### config.mk
export PLATFORM = sky130hd
export DESIGN_NAME = find_max_loader
export DESIGN_NICKNAME = d
export VERILOG_FILES = /design/src/rtl/find_max_loader_pkg.sv /design/src/rtl/find_max_loader_operand_array.sv /design/src/rtl/find_max_loader.sv
export SDC_FILE = /design/constraint.sdc
export NUM_CORES = 1
export LEC_CHECK = 0
export CAP_MARGIN = 10
export CORE_MARGIN = 5
export CORE_UTILIZATION = 60
export DETAILED_ROUTE_END_ITERATION = 10
export GPL_ROUTABILITY_DRIVEN = 0
export GPL_TIMING_DRIVEN = 0
export PLACE_DENSITY = 0.84
export SLEW_MARGIN = 20
export SYNTH_ARGS = -nofsm -noshare
export SYNTH_HDL_FRONTEND = slang
export SYNTH_SLANG_ARGS = --single-unit
### constraint.sdc
create_clock -name clk -period 6.7 [get_ports clk]
set_clock_uncertainty 0.1 [all_clocks]
set_input_delay 1.34 -clock clk [delete_from_list [all_inputs] [get_ports clk]]
set_output_delay 1.34 -clock clk [all_outputs]
set_load 0.03 [all_outputs]
### src/rtl/find_max_loader_pkg.sv
// Shared types and constants for the find-max front-end loader.
// Imported by the loader top and by its operand array.
package find_max_loader_pkg;

  localparam int DEPTH           = 8;
  localparam int ADDR_W          = 3;
  localparam int TCNT_W          = 7;
  localparam int DEFAULT_TIMEOUT = 64;

  localparam logic [ADDR_W-1:0] LAST_ADDR = ADDR_W'(DEPTH - 1);

  typedef enum logic [1:0] {
    ST_LOAD,
    ST_START,
    ST_WAIT,
    ST_RESULT
  } state_t;

endpackage

### src/rtl/find_max_loader_operand_array.sv
// 8-entry operand register file: one synchronous write port and one
// asynchronous read port that the find-max controller addresses directly.
module operand_array
  import find_max_loader_pkg::*;
#(
  parameter int WIDTH = 8
) (
  input  logic              clk,
  input  logic              rst,
  input  logic              i_wr_en,
  input  logic [ADDR_W-1:0] i_wr_addr,
  input  logic [WIDTH-1:0]  i_wr_data,
  input  logic [ADDR_W-1:0] i_rd_addr,
  output logic [WIDTH-1:0]  o_rd_data
);

  logic [WIDTH-1:0] r_mem [DEPTH];

  // NOTE: every entry is reset because the controller may read any address
  // before the first full load, and that read must return a defined 0.
  always_ff @(posedge clk or posedge rst) begin
    if (rst) begin
      for (int i = 0; i < DEPTH; i++) r_mem[i] <= '0;
    end else if (i_wr_en) begin
      r_mem[i_wr_addr] <= i_wr_data;
    end
  end

  assign o_rd_data = r_mem[i_rd_addr];

endmodule

### src/rtl/find_max_loader.sv
// Front end of the find-max unit: loads eight operands, starts the
// controller, and holds the reported maximum/index behind a valid/ready port.
module find_max_loader
  import find_max_loader_pkg::*;
#(
  parameter int WIDTH   = 8,
  parameter int TIMEOUT = DEFAULT_TIMEOUT
) (
  input  logic              clk,
  input  logic              rst,
  input  logic              in_valid,
  input  logic [WIDTH-1:0]  in_data,
  output logic              in_ready,
  output logic              start,
  input  logic              completed,
  input  logic              A_R0,
  input  logic              A_R1,
  input  logic              A_R2,
  output logic [WIDTH-1:0]  rd_data,
  input  logic [WIDTH-1:0]  max_in,
  input  logic [ADDR_W-1:0] max_i_in,
  output logic              res_valid,
  output logic [WIDTH-1:0]  res_max,
  output logic [ADDR_W-1:0] res_idx,
  input  logic              res_ready,
  output logic              err
);

  localparam logic [TCNT_W-1:0] TCNT_LAST = TCNT_W'(TIMEOUT - 1);

  state_t              r_state;
  logic [ADDR_W-1:0]   r_wptr;
  logic [TCNT_W-1:0]   r_tcnt;
  logic                r_in_ready;
  logic                r_start;
  logic                r_res_valid;
  logic [WIDTH-1:0]    r_res_max;
  logic [ADDR_W-1:0]   r_res_idx;
  logic                r_err;

  logic                w_wr_en;
  logic [ADDR_W-1:0]   w_rd_addr;

  // r_in_ready is high exactly in LOAD, so it doubles as the write qualifier.
  assign w_wr_en   = in_valid && r_in_ready;
  assign w_rd_addr = {A_R2, A_R1, A_R0};

  operand_array #(
    .WIDTH(WIDTH)
  ) u_operand_array (
    .clk      (clk),
    .rst      (rst),
    .i_wr_en  (w_wr_en),
    .i_wr_addr(r_wptr),
    .i_wr_data(in_data),
    .i_rd_addr(w_rd_addr),
    .o_rd_data(rd_data)
  );

  // NOTE: state and handshake flags move together in one block with <=, so
  // every output is a flop and always agrees with the state it decodes.
  always_ff @(posedge clk or posedge rst) begin
    if (rst) begin
      r_state     <= ST_LOAD;
      r_wptr      <= '0;
      r_tcnt      <= '0;
      r_in_ready  <= 1'b1;
      r_start     <= 1'b0;
      r_res_valid <= 1'b0;
      r_res_max   <= '0;
      r_res_idx   <= '0;
      r_err       <= 1'b0;
    end else begin
      case (r_state)
        ST_LOAD: begin
          if (in_valid) begin
            r_wptr <= r_wptr + ADDR_W'(1);
            if (r_wptr == LAST_ADDR) begin
              r_state    <= ST_START;
              r_in_ready <= 1'b0;
              r_start    <= 1'b1;
            end
          end
        end
        ST_START: begin
          r_state <= ST_WAIT;
          r_start <= 1'b0;
        end
        ST_WAIT: begin
          if (completed) begin
            r_res_max   <= max_in;
            r_res_idx   <= max_i_in;
            r_tcnt      <= '0;
            r_state     <= ST_RESULT;
            r_res_valid <= 1'b1;
          end else if (r_tcnt == TCNT_LAST) begin
            // Controller never answered: abandon the run without a result.
            r_err      <= 1'b1;
            r_tcnt     <= '0;
            r_state    <= ST_LOAD;
            r_in_ready <= 1'b1;
          end else begin
            r_tcnt <= r_tcnt + TCNT_W'(1);
          end
        end
        ST_RESULT: begin
          if (res_ready) begin
            r_state     <= ST_LOAD;
            r_res_valid <= 1'b0;
            r_in_ready  <= 1'b1;
          end
        end
        default: begin
          r_state     <= ST_LOAD;
          r_in_ready  <= 1'b1;
          r_start     <= 1'b0;
          r_res_valid <= 1'b0;
        end
      endcase
    end
  end

  assign in_ready  = r_in_ready;
  assign start     = r_start;
  assign res_valid = r_res_valid;
  assign res_max   = r_res_max;
  assign res_idx   = r_res_idx;
  assign err       = r_err;

endmodule
# Word level (Yosys, flattened, before mapping)
# Index checks and enable logic that the tools add are counted.
# classes
bitwise_logic,3
n_lt_le_gt_ge,3
n_reduce_logical,13
n_mux,26
add_sub_neg,2
eq_ne,12
# op_table
op,n
$bwmux W64,1
$bmux W8 S3,1
$demux W8 S3,1
$mux W8,3
$mux W7,2
$ne A2 B2 Y1 const B,6
$mux W2,5
$mux W1,9
$reduce_and A3 Y1,3
$ge A4 B4 Y1 const B,2
$not A3 Y4,2
$pmux W2 S4,1
$add A7 B1 Y7 const B,1
$eq A7 B6 Y1 const B,1
$reduce_and A6 Y1,1
$eq A2 B2 Y1 const B,2
$lt A4 B1 Y1 const B,1
$pmux W1 S2,2
$reduce_and A2 Y1,2
$reduce_and A4 Y1,1
$reduce_bool A2 Y1,2
$add A3 B1 Y3 const B,1
$eq A3 B3 Y1 const B,1
$ne A3 B3 Y1 const B,1
6 further kinds,7
# totals
out_inout_bits,23
ff_bits,91

# Logic depth before layout (Yosys ltp)
# Gate-level depths: netlist of run 1.
# logic_depth
depth_word,6
depth_mapped,6

# Modules after synthesis
# A second synthesis of run 1 with hierarchy kept.
# unflattened
hier_cells,276
hier_area_um2,4280.4
# modules_own_cells
mod,cells_each,instances,area_per_inst_um2
operand_array,173,1,3009.1
find_max_loader,103,1,1271.2

# Worst setup path before layout of run 1
# Ideal clock, no wire load.
# synth_timing
path_type,input-to-output
start,in A_R0
end,out rd_data[5]
path_stages,4
path_slack_ps,2740
arrival_ps,2520
t_required_ps,5260
cell_sequence,buf_4 > buf_4 > mux4_2 > mux2_2
# synth_between
elab_chain_len,4
# synth_rtl
element,line,source
from (decl),find_max_loader.sv:16,"input logic A_R0,"
$not A3 Y4 (not written as such),find_max_loader_operand_array.sv:29,assign o_rd_data = r_mem[i_rd_addr];
$bmux W8 S3,find_max_loader_operand_array.sv:29,
$mux W8 (not written as such) (2 in a row),find_max_loader_operand_array.sv:29,
to (decl),find_max_loader.sv:19,"output logic [WIDTH-1:0] rd_data,"
# No other way between the ends. The select of a mux whose other input is x is not followed.

# Worst setup path in the final report of run 1
# layout_timing
start,in A_R1
end,out rd_data[5]
# layout_between
elab_chain_len,4
# layout_rtl
element,line,source
from (decl),find_max_loader.sv:17,"input logic A_R1,"
$not A3 Y4 (not written as such),find_max_loader_operand_array.sv:29,
$bmux W8 S3,find_max_loader_operand_array.sv:29,
$mux W8 (not written as such) (2 in a row),find_max_loader_operand_array.sv:29,
# No other way between the ends. The select of a mux whose other input is x is not followed.

==> results.cfg, run 1 <==
[run_status]
status = complete, no violations

[synthesis]
synthArstFlopShare = 1.00
ys.flop_type = dfrtp_1
synth_top_family_by_area = multiplexers
synth_edf_count = 0
postSynthAreaPerCell_um2 = 15.1
ys_types = 33
ys_ff_latch = 91
synth_compound_area_frac = 0.0352
synth_xor_area_frac = 0.00214
syn-instance-count = 271
ys_warn_count = 0
syn_area_um2 = 4090
synth_mux_area_frac = 0.325
synthAdderAreaFrac = 0.00919
yosysSeqAreaShare = 0.558
syn_nets = 301
synth-simple-area-share = 0.0511

[floorplanning]
ioPinCount = 50
fp.dieH_um = 92.5
rows = 30
coreArea_um2 = 6720
die_w_um = 92.5
start_util = 0.608
dieArea_um2 = 8560

[critical_path]
cp_num_buf_inv = 3
r2r_end = u_operand_array.r_mem[20]
crit_arrival_ps = 3160
r2r_setup_slack_ps = 4770
worstPathRequired_ps = 5260
end_kind = output port
crit_chain = buf_4, buf_4, mux4_2, mux2_2, clkdlybuf4s50_1
max_stage_delay_ps = 590
worstRegToRegCells = 3
crit_top_cell = buf_4
cp_top_family = buffers and inverters
critPathKind = in2out
cp_max_fo = 10
critPathLaunchType = input pin
worstReg2RegStart = in_ready
slowest_stage = clkdlybuf4s50_1

[clock_network]
path_clk_slew_ps = 80
cts_buffers = 9
post-cts-setup-buffer-count = 0
cts_tree = done
cts_hold_buf = 0
insertion_delay_ps = 340
cts_resized = 0
cts_sinks = 91
cts-root-buf = clkbuf_8
cts_buffer_depth = 2
h-tree-depth = 3

[drt]
vias = 2447
dr.first_iter.drc_count = 79
highest_layer = met4
wl_met3_um = 390
wl_um = 7620
wl_met2_um = 3760
wl_met1_um = 3370
wl_per_cell_um = 18.4
routed_via_density = 5.91
ant_nets = 0
dr.pass1.iters = 4
drc = 0

[timing]
tns_ps = 0
setup_viol_count_final = 0
slew_viol_final = 0
grt_setup_unrepaired = false
tightest_slew_ps = 582
period_share = 0.687
fin_crit_ps = 4600
whs_ps = 377
fmax_mhz = 217
fin_ws_ps = 2100
max_slew_margin = 0.612
final_hold_viol_count = 0

[grt]
grt_first_pass_wirelength_um = 13000
grt_max_degree = 52
antenna_found_initial = 0
grtUsageTotal = 0.197
grt_pass1_vias = 2596
grt_overflow = 0

[power_and_ir_drop]
p_seq_frac = 0.450
power_switching_share = 0.317
internal-power_mw = 1.28
p_per_area_nw_per_um2 = 383
power_mw = 1.87
power_frac_clock = 0.203
p_comb_frac = 0.347
p_sw_mw = 0.595
p_leak_nw = 2.22
ir_drop_mv = 0.320

[place]
placed_cells = 398
io_buffers = 46
preCtsSetupSlack_ps = 2080
dp_hpwl_um = 5210

[cells_and_area]
synthToLayoutAreaGrowth_pct = 19.7
drive_gt1_frac = 0.410
stdcell_count = 414
layout.nets = 359
antenna-diode-count = 0

[run]
drv_cap = 0

[worst_hold_path]
min_to = err
whs_path_depth = 1
holdCritPathClass = reg2reg
worstHoldStart = err
-- worst max path at each step --
stage,start,to,slack [ps],cells past startpoint
after detailed placement,A_R1,rd_data[5],2080,5
after CTS,A_R1,rd_data[5],2080,5
after global routing,A_R1,rd_data[5],2020,5
after floorplan,A_R0,rd_data[5],2740,4
after global placement,rst,u_operand_array.r_mem[30],1570,2
final,A_R1,rd_data[5],2100,5
-- cells in the final DEF, fill, tap and decap left out, types with 2 or more instances in the layout --
| master | instances |
|---|---|
| ha_1 | 3 |
| nand2_1 | 11 |
| mux4_2 | 16 |
| clkbuf_8 | 11 |
| a21oi_1 | 4 |
| buf_4 | 4 |
| a211oi_1 | 2 |
| nand3_1 | 4 |
| buf_2 | 4 |
| clkdlybuf4s50_1 | 46 |
| clkbuf_1 | 2 |
| a21o_1 | 3 |
| mux2_2 | 86 |
| nand2b_1 | 3 |
| o21ai_0 | 9 |
| nor2_2 | 6 |
| nor2_1 | 2 |
| or3_1 | 3 |
| clkinvlp_4 | 3 |
| or4_1 | 2 |
| dfrtp_1 | 90 |
| nand3b_1 | 2 |
-- logic make-up (layout without fill, tap and decap cells) --
group           after synthesis  after routing
xor+xnor                      1              1
compound gates               23             23
mux                         102            102
flops                        91             91
fa+ha+maj                     3              3
buf+inv                      14             77
simple gates                 37             37
-- cell usage after synthesis (4+ instances only) --
library cell	count	share of area
nand2_1	11	0.010
buf_2	4	0.0049
mux2_2	86	0.24
buf_4	4	0.0073
o21ai_0	9	0.011
nor2_2	6	0.0092
a21oi_1	4	0.0049
dfrtp_1	90	0.55
nand3_1	4	0.0049
mux4_2	16	0.088
-- layer usage --
metal  GRT usage  vias to the layer above
met2       0.315                       49
met5           0                        -
met4      0.0730                        0
met1       0.263                     1266
met3      0.0479                        8
li1            -                     1124
-- sequential cells by signal, summed over array words and instances, names as in the netlist --
name                   cells
r_state                    2
r_wptr                     3
r_tcnt                     7
res_max                    8
start                      1
res_idx                    3
err                        1
in_ready                   1
res_valid                  1
u_operand_array.r_mem     64
-- through the flow --
stage | utilization | instance area, um^2
2_1_floorplan | - | 4090
3_3_place_gp | 0.692 | 4650
3_5_place_dp | 0.696 | 4680
4_1_cts | 0.728 | 4890
5_1_grt | 0.728 | 4890
6_report | 0.728 | 4890
-- power by group through the flow --
| stage | Combinational (mW) | Clock (mW) | Sequential [mW] |
|---|---|---|---|
| floorplan | 0.380 | 0 | 0.909 |
| global placement | 0.636 | 0 | 0.840 |
| detailed placement | 0.658 | 0 | 0.855 |
| CTS | 0.660 | 0.391 | 0.844 |
| global route | 0.704 | 0.415 | 0.870 |
| finish | 0.651 | 0.380 | 0.844 |
-- layout make-up --
class                      instances  area [um^2]
buffer                            12         72.6
clock buffer                      11          151
clock inverter                     5         61.3
fill                             448         1830
inverter                           2         10.0
multi-input combinational        166         1730
sequential                        91         2280
tap                               80          100
timing repair buffer              47          488
-- worst reg2reg max path, stage by stage (launching register included) --
cell and delay [ps]:
dfstp_2 590, nand3_1 190, nor2_2 520, mux2_2 410
Note: power is estimated with default switching activity, not from simulation.
==> inputs of run 2 (changes only) <==
--- a/config.mk
+++ b/config.mk
@@ -7,11 +7,11 @@
 export LEC_CHECK = 0
 export CAP_MARGIN = 10
 export CORE_MARGIN = 5
-export CORE_UTILIZATION = 60
+export CORE_UTILIZATION = 50
 export DETAILED_ROUTE_END_ITERATION = 10
 export GPL_ROUTABILITY_DRIVEN = 0
 export GPL_TIMING_DRIVEN = 0
-export PLACE_DENSITY = 0.84
+export PLACE_DENSITY = 0.75
 export SLEW_MARGIN = 20
 export SYNTH_ARGS = -nofsm -noshare
 export SYNTH_HDL_FRONTEND = slang
==> constraint.sdc (replaced) <==
create_clock -name clk -period 4.14 [get_ports clk]
set_clock_uncertainty 0.1 [all_clocks]
set_input_delay 0.828 -clock clk [delete_from_list [all_inputs] [get_ports clk]]
set_output_delay 0.828 -clock clk [all_outputs]
set_load 0.03 [all_outputs]
==> results.cfg, run 2 (synthesis gave the netlist of run 1 again) <==
[cells_and_area]
drive_gt1_frac = 0.407
top_register = u_operand_array.r_mem
regArea_um2 = 2280
num-fill-cells = 648
multi_input_area_um2 = 1730
layout_commonest_cell = dfrtp_1
layout.nets = 359
synthToLayoutAreaGrowth_pct = 20.8
layout_common_cells = dfrtp_1 (90), mux2_2 (86), clkdlybuf4s50_1 (46)
antenna-diode-count = 0
largest_reg_flops = 64
fin_area_um2 = 4930

[critical_path]
cp_top_family = buffers and inverters
max_stage_delay_ps = 590
critPathKind = in2out
cp_max_fo = 10
r2r_end = u_operand_array.r_mem[12]
slowest_stage = clkdlybuf4s50_1
worstReg2RegStart = in_ready
end_kind = output port
critPathLaunchType = input pin
r2r_setup_slack_ps = 2210
cp_num_buf_inv = 3
crit_top_cell = buf_4
crit_arrival_ps = 2640
crit_chain = buf_4, buf_4, mux4_2, mux2_2, clkdlybuf4s50_1
worstRegToRegCells = 3
worstPathRequired_ps = 3210

[clock_network]
cts-root-buf = clkbuf_8
cts_resized = 0
cts_buffers = 9
path_clk_slew_ps = 90
cts_sinks = 91
insertion_delay_ps = 350
cts_hold_buf = 0
post-cts-setup-buffer-count = 0
cts_buffer_depth = 2
cts_tree = done
h-tree-depth = 3

[floorplanning]
fp.dieH_um = 100
ioPinCount = 50
rows = 33
dieArea_um2 = 10100
die_w_um = 100
coreArea_um2 = 8090
start_util = 0.505

[timing]
slew_viol_final = 0
fmax_mhz = 280
tns_ps = 0
grt_setup_unrepaired = false
fin_crit_ps = 3570
period_share = 0.862
max_slew_margin = 0.598
setup_viol_count_final = 0
tightest_slew_ps = 604
final_hold_viol_count = 0
fin_ws_ps = 572

[drt]
drc = 0
wl_per_cell_um = 18.0
vias = 2411
wl_um = 7910
ant_nets = 0
dr.pass1.iters = 4
routed_via_density = 5.49
dr.first_iter.drc_count = 80

[grt]
grt_pass1_vias = 2655
grtUsageTotal = 0.173
grt_overflow = 0
grt_max_degree = 56
antenna_found_initial = 0
grt_first_pass_wirelength_um = 13500

[run]
drv_cap = 0

[place]
dp_hpwl_um = 5280
placed_cell_area_um2 = 4710
preCtsSetupSlack_ps = 553
io_buffers = 46

[worst_hold_path]
holdCritPathClass = reg2reg
whs_path_depth = 1
worstHoldStart = err
min_to = err

[run_status]
status = complete, no violations

[power_and_ir_drop]
p_per_area_nw_per_um2 = 627
p_leak_nw = 2.24
ir_drop_mv = 0.430
-- run 2: cell types whose count changed in the layout (fill, tap and decap cells not counted) --
cell,delta
bufinv_16,+1
clkbuf_1,+1
clkbuf_8,-1
clkinvlp_4,-2
inv_6,+1
-- run 2: cell type report --
cell class / instances / area share
Buffer: 12 / 0.0147
Clock buffer: 11 / 0.0287
Clock inverter: 5 / 0.0172
Inverter: 2 / 0.00203
Multi-Input combinational cell: 166 / 0.350
Sequential cell: 91 / 0.462
Tap cell: 105 / 0.0266
Timing Repair Buffer: 47 / 0.0989
-- run 2: worst max path at each step --
stage | start | endpoint | cells after the start
final | A_R1 | rd_data[6] | 5
after global routing | A_R1 | rd_data[6] | 5
after CTS | A_R1 | rd_data[6] | 5
after detailed placement | A_R1 | rd_data[6] | 5
after global placement | rst | u_operand_array.r_mem[29] | 2
after floorplan | rst | err | 1
-- run 2: report_power, final --
group | switching [mW] | total, mW | internal, mW
registers | 0.174 | 1.36 | 1.19
clock network | 0.313 | 0.673 | 0.360
logic | 0.485 | 1.05 | 0.569
total | 0.973 | 3.09 | 2.12
-- run 2: layer usage --
layer  track usage  wire length, um  vias up
li1              -                -     1115
met1         0.231             3600     1234
met2         0.277             3780       56
met3        0.0646              477        6
met4        0.0321               54        0
met5             0                0        -
-- run 2: through the flow --
stage | hold WS [ps] | util | power (mW) | cells
floorplan | 375 | - | 2.09 | 271
global route | 426 | 0.610 | 3.29 | 439
global placement | 341 | 0.578 | 2.40 | 422
detailed placement | 347 | 0.582 | 2.44 | 423
CTS | 374 | 0.610 | 3.13 | 439
finish | 369 | 0.610 | 3.09 | 439
==> inputs of run 3 (changes only) <==
--- a/config.mk
+++ b/config.mk
@@ -5,13 +5,16 @@
 export SDC_FILE = /design/constraint.sdc
 export NUM_CORES = 1
 export LEC_CHECK = 0
+export ABC_CLOCK_PERIOD_IN_PS = 4140
 export CAP_MARGIN = 10
 export CORE_MARGIN = 5
-export CORE_UTILIZATION = 50
+export CORE_UTILIZATION = 52
+export CTS_BUF_LIST = sky130_fd_sc_hd__clkbuf_8
+export CTS_CLUSTER_DIAMETER = 120
 export DETAILED_ROUTE_END_ITERATION = 10
 export GPL_ROUTABILITY_DRIVEN = 0
 export GPL_TIMING_DRIVEN = 0
-export PLACE_DENSITY = 0.75
+export PLACE_DENSITY = 0.77
 export SLEW_MARGIN = 20
 export SYNTH_ARGS = -nofsm -noshare
 export SYNTH_HDL_FRONTEND = slang
==> results.cfg, run 3 (synthesis gave the netlist of run 1 again) <==
[run_status]
status = complete, no violations

[power_and_ir_drop]
p_comb_frac = 0.349
power_switching_share = 0.319
internal-power_mw = 2.05
p_sw_mw = 0.961
p_seq_frac = 0.452
ir_drop_mv = 0.365
power_frac_clock = 0.199
p_leak_nw = 2.22
p_per_area_nw_per_um2 = 615

[timing]
setup_viol_count_final = 0
tns_ps = 0
max_slew_margin = 0.584
tightest_slew_ps = 623
fin_crit_ps = 3590
period_share = 0.868
fmax_mhz = 278
grt_setup_unrepaired = false
slew_viol_final = 0
final_hold_viol_count = 0

[drt]
wl_per_cell_um = 17.9
dr.first_iter.drc_count = 57
vias = 2389
dr.pass1.iters = 4
wl_um = 7830
ant_nets = 0
routed_via_density = 5.48
drc = 0

[grt]
grtUsageTotal = 0.176
grt_pass1_vias = 2615
antenna_found_initial = 0
grt_first_pass_wirelength_um = 13500
grt_overflow = 0
grt_max_degree = 49

[clock_network]
cts_sinks = 91
cts_buffers = 9
cts_resized = 0
insertion_delay_ps = 340
h-tree-depth = 3
post-cts-setup-buffer-count = 0
cts_hold_buf = 0
cts_tree = done
cts-root-buf = clkbuf_8
path_clk_slew_ps = 80
cts_buffer_depth = 2

[floorplanning]
rows = 32
start_util = 0.532
coreArea_um2 = 7690
die_w_um = 98.7
fp.dieH_um = 98.7
ioPinCount = 50
dieArea_um2 = 9730

[place]
dp_hpwl_um = 5250
placed_cell_area_um2 = 4700
io_buffers = 46

[critical_path]
worstPathRequired_ps = 3210
end_kind = output port
cp_max_fo = 10
critPathKind = in2out
critPathLaunchType = input pin
crit_arrival_ps = 2670

[cells_and_area]
synthToLayoutAreaGrowth_pct = 20.1
drive_gt1_frac = 0.410
top_register = u_operand_array.r_mem
antenna-diode-count = 0
largest_reg_flops = 64
layout.nets = 359
fin_area_um2 = 4910
layout_commonest_cell = dfrtp_1
layout_common_cells = dfrtp_1 (90), mux2_2 (86), clkdlybuf4s50_1 (46)

[worst_hold_path]
holdCritPathClass = reg2reg

[run]
drv_cap = 0
==> run 3: cell count changes in the layout (fill, tap and decap cells not counted), sizes merged <==
| cell | delta |
|---|---|
| clkbuf | -1 |
| bufinv | -1 |
| clkinv | +1 |
| clkinvlp | +1 |
==> run 3: metrics by stage <==
stage / utilization / hold slack (ps) / worst slack (ps) / power, mW / cells
finish: 0.638 / 390 / 546 / 3.02 / 436
global route: 0.638 / 424 / 496 / 3.21 / 436
CTS: 0.638 / 395 / 522 / 3.06 / 436
detailed placement: 0.612 / 369 / 522 / 2.44 / 420
global placement: 0.608 / 363 / -560 / 2.40 / 419
floorplan: - / 375 / 850 / 2.09 / 271
==> run 3: area by class of cell <==
type	count	area [um^2]
sequential	91	2280
buffer	12	72.6
clock buffer	10	138
timing repair buffer	47	488
tap	102	128
clock inverter	6	63.8
multi-input combinational	166	1730
inverter	2	10.0
fill	602	2780
==> run 3: routing by layer <==
layer,share of wire,global-route usage,wire (um),vias up
met2,0.48,0.285,3760,50
li1,-,-,-,1122
met1,0.46,0.234,3590,1215
met4,0.0019,0.0221,15,0
met3,0.059,0.0694,459,2
met5,0,0,0,-
==> run 3: worst paths after layout <==
check / start / endpoint / slack [ps] / cells after the start
max in group asynchronous: rst / u_operand_array.r_mem[58] / 2540 / 3
hold / removal: err / err / 390 / 1
setup reg to reg: in_ready / u_operand_array.r_mem[34] / 2210 / 3
hold reg to reg: err / err / 390 / 1
setup / recovery: A_R0 / rd_data[5] / 550 / 5
min in group asynchronous: rst / u_operand_array.r_mem[60] / 800 / 2
==> run 3: power by group through the flow <==
stage                     Sequential [mW]  Combinational [mW]  Clock [mW]
after floorplan                      1.47               0.615           0
after global placement               1.36                1.04           0
after detailed placement             1.38                1.06           0
after CTS                            1.36                1.07       0.625
after global routing                 1.40                1.14       0.666
final                                1.36                1.05       0.600
==> run 3: critical path, stage by stage <==
cell,delay [ps]
buf_4,170
buf_4,260
mux4_2,530
mux2_2,280
clkdlybuf4s50_1,590
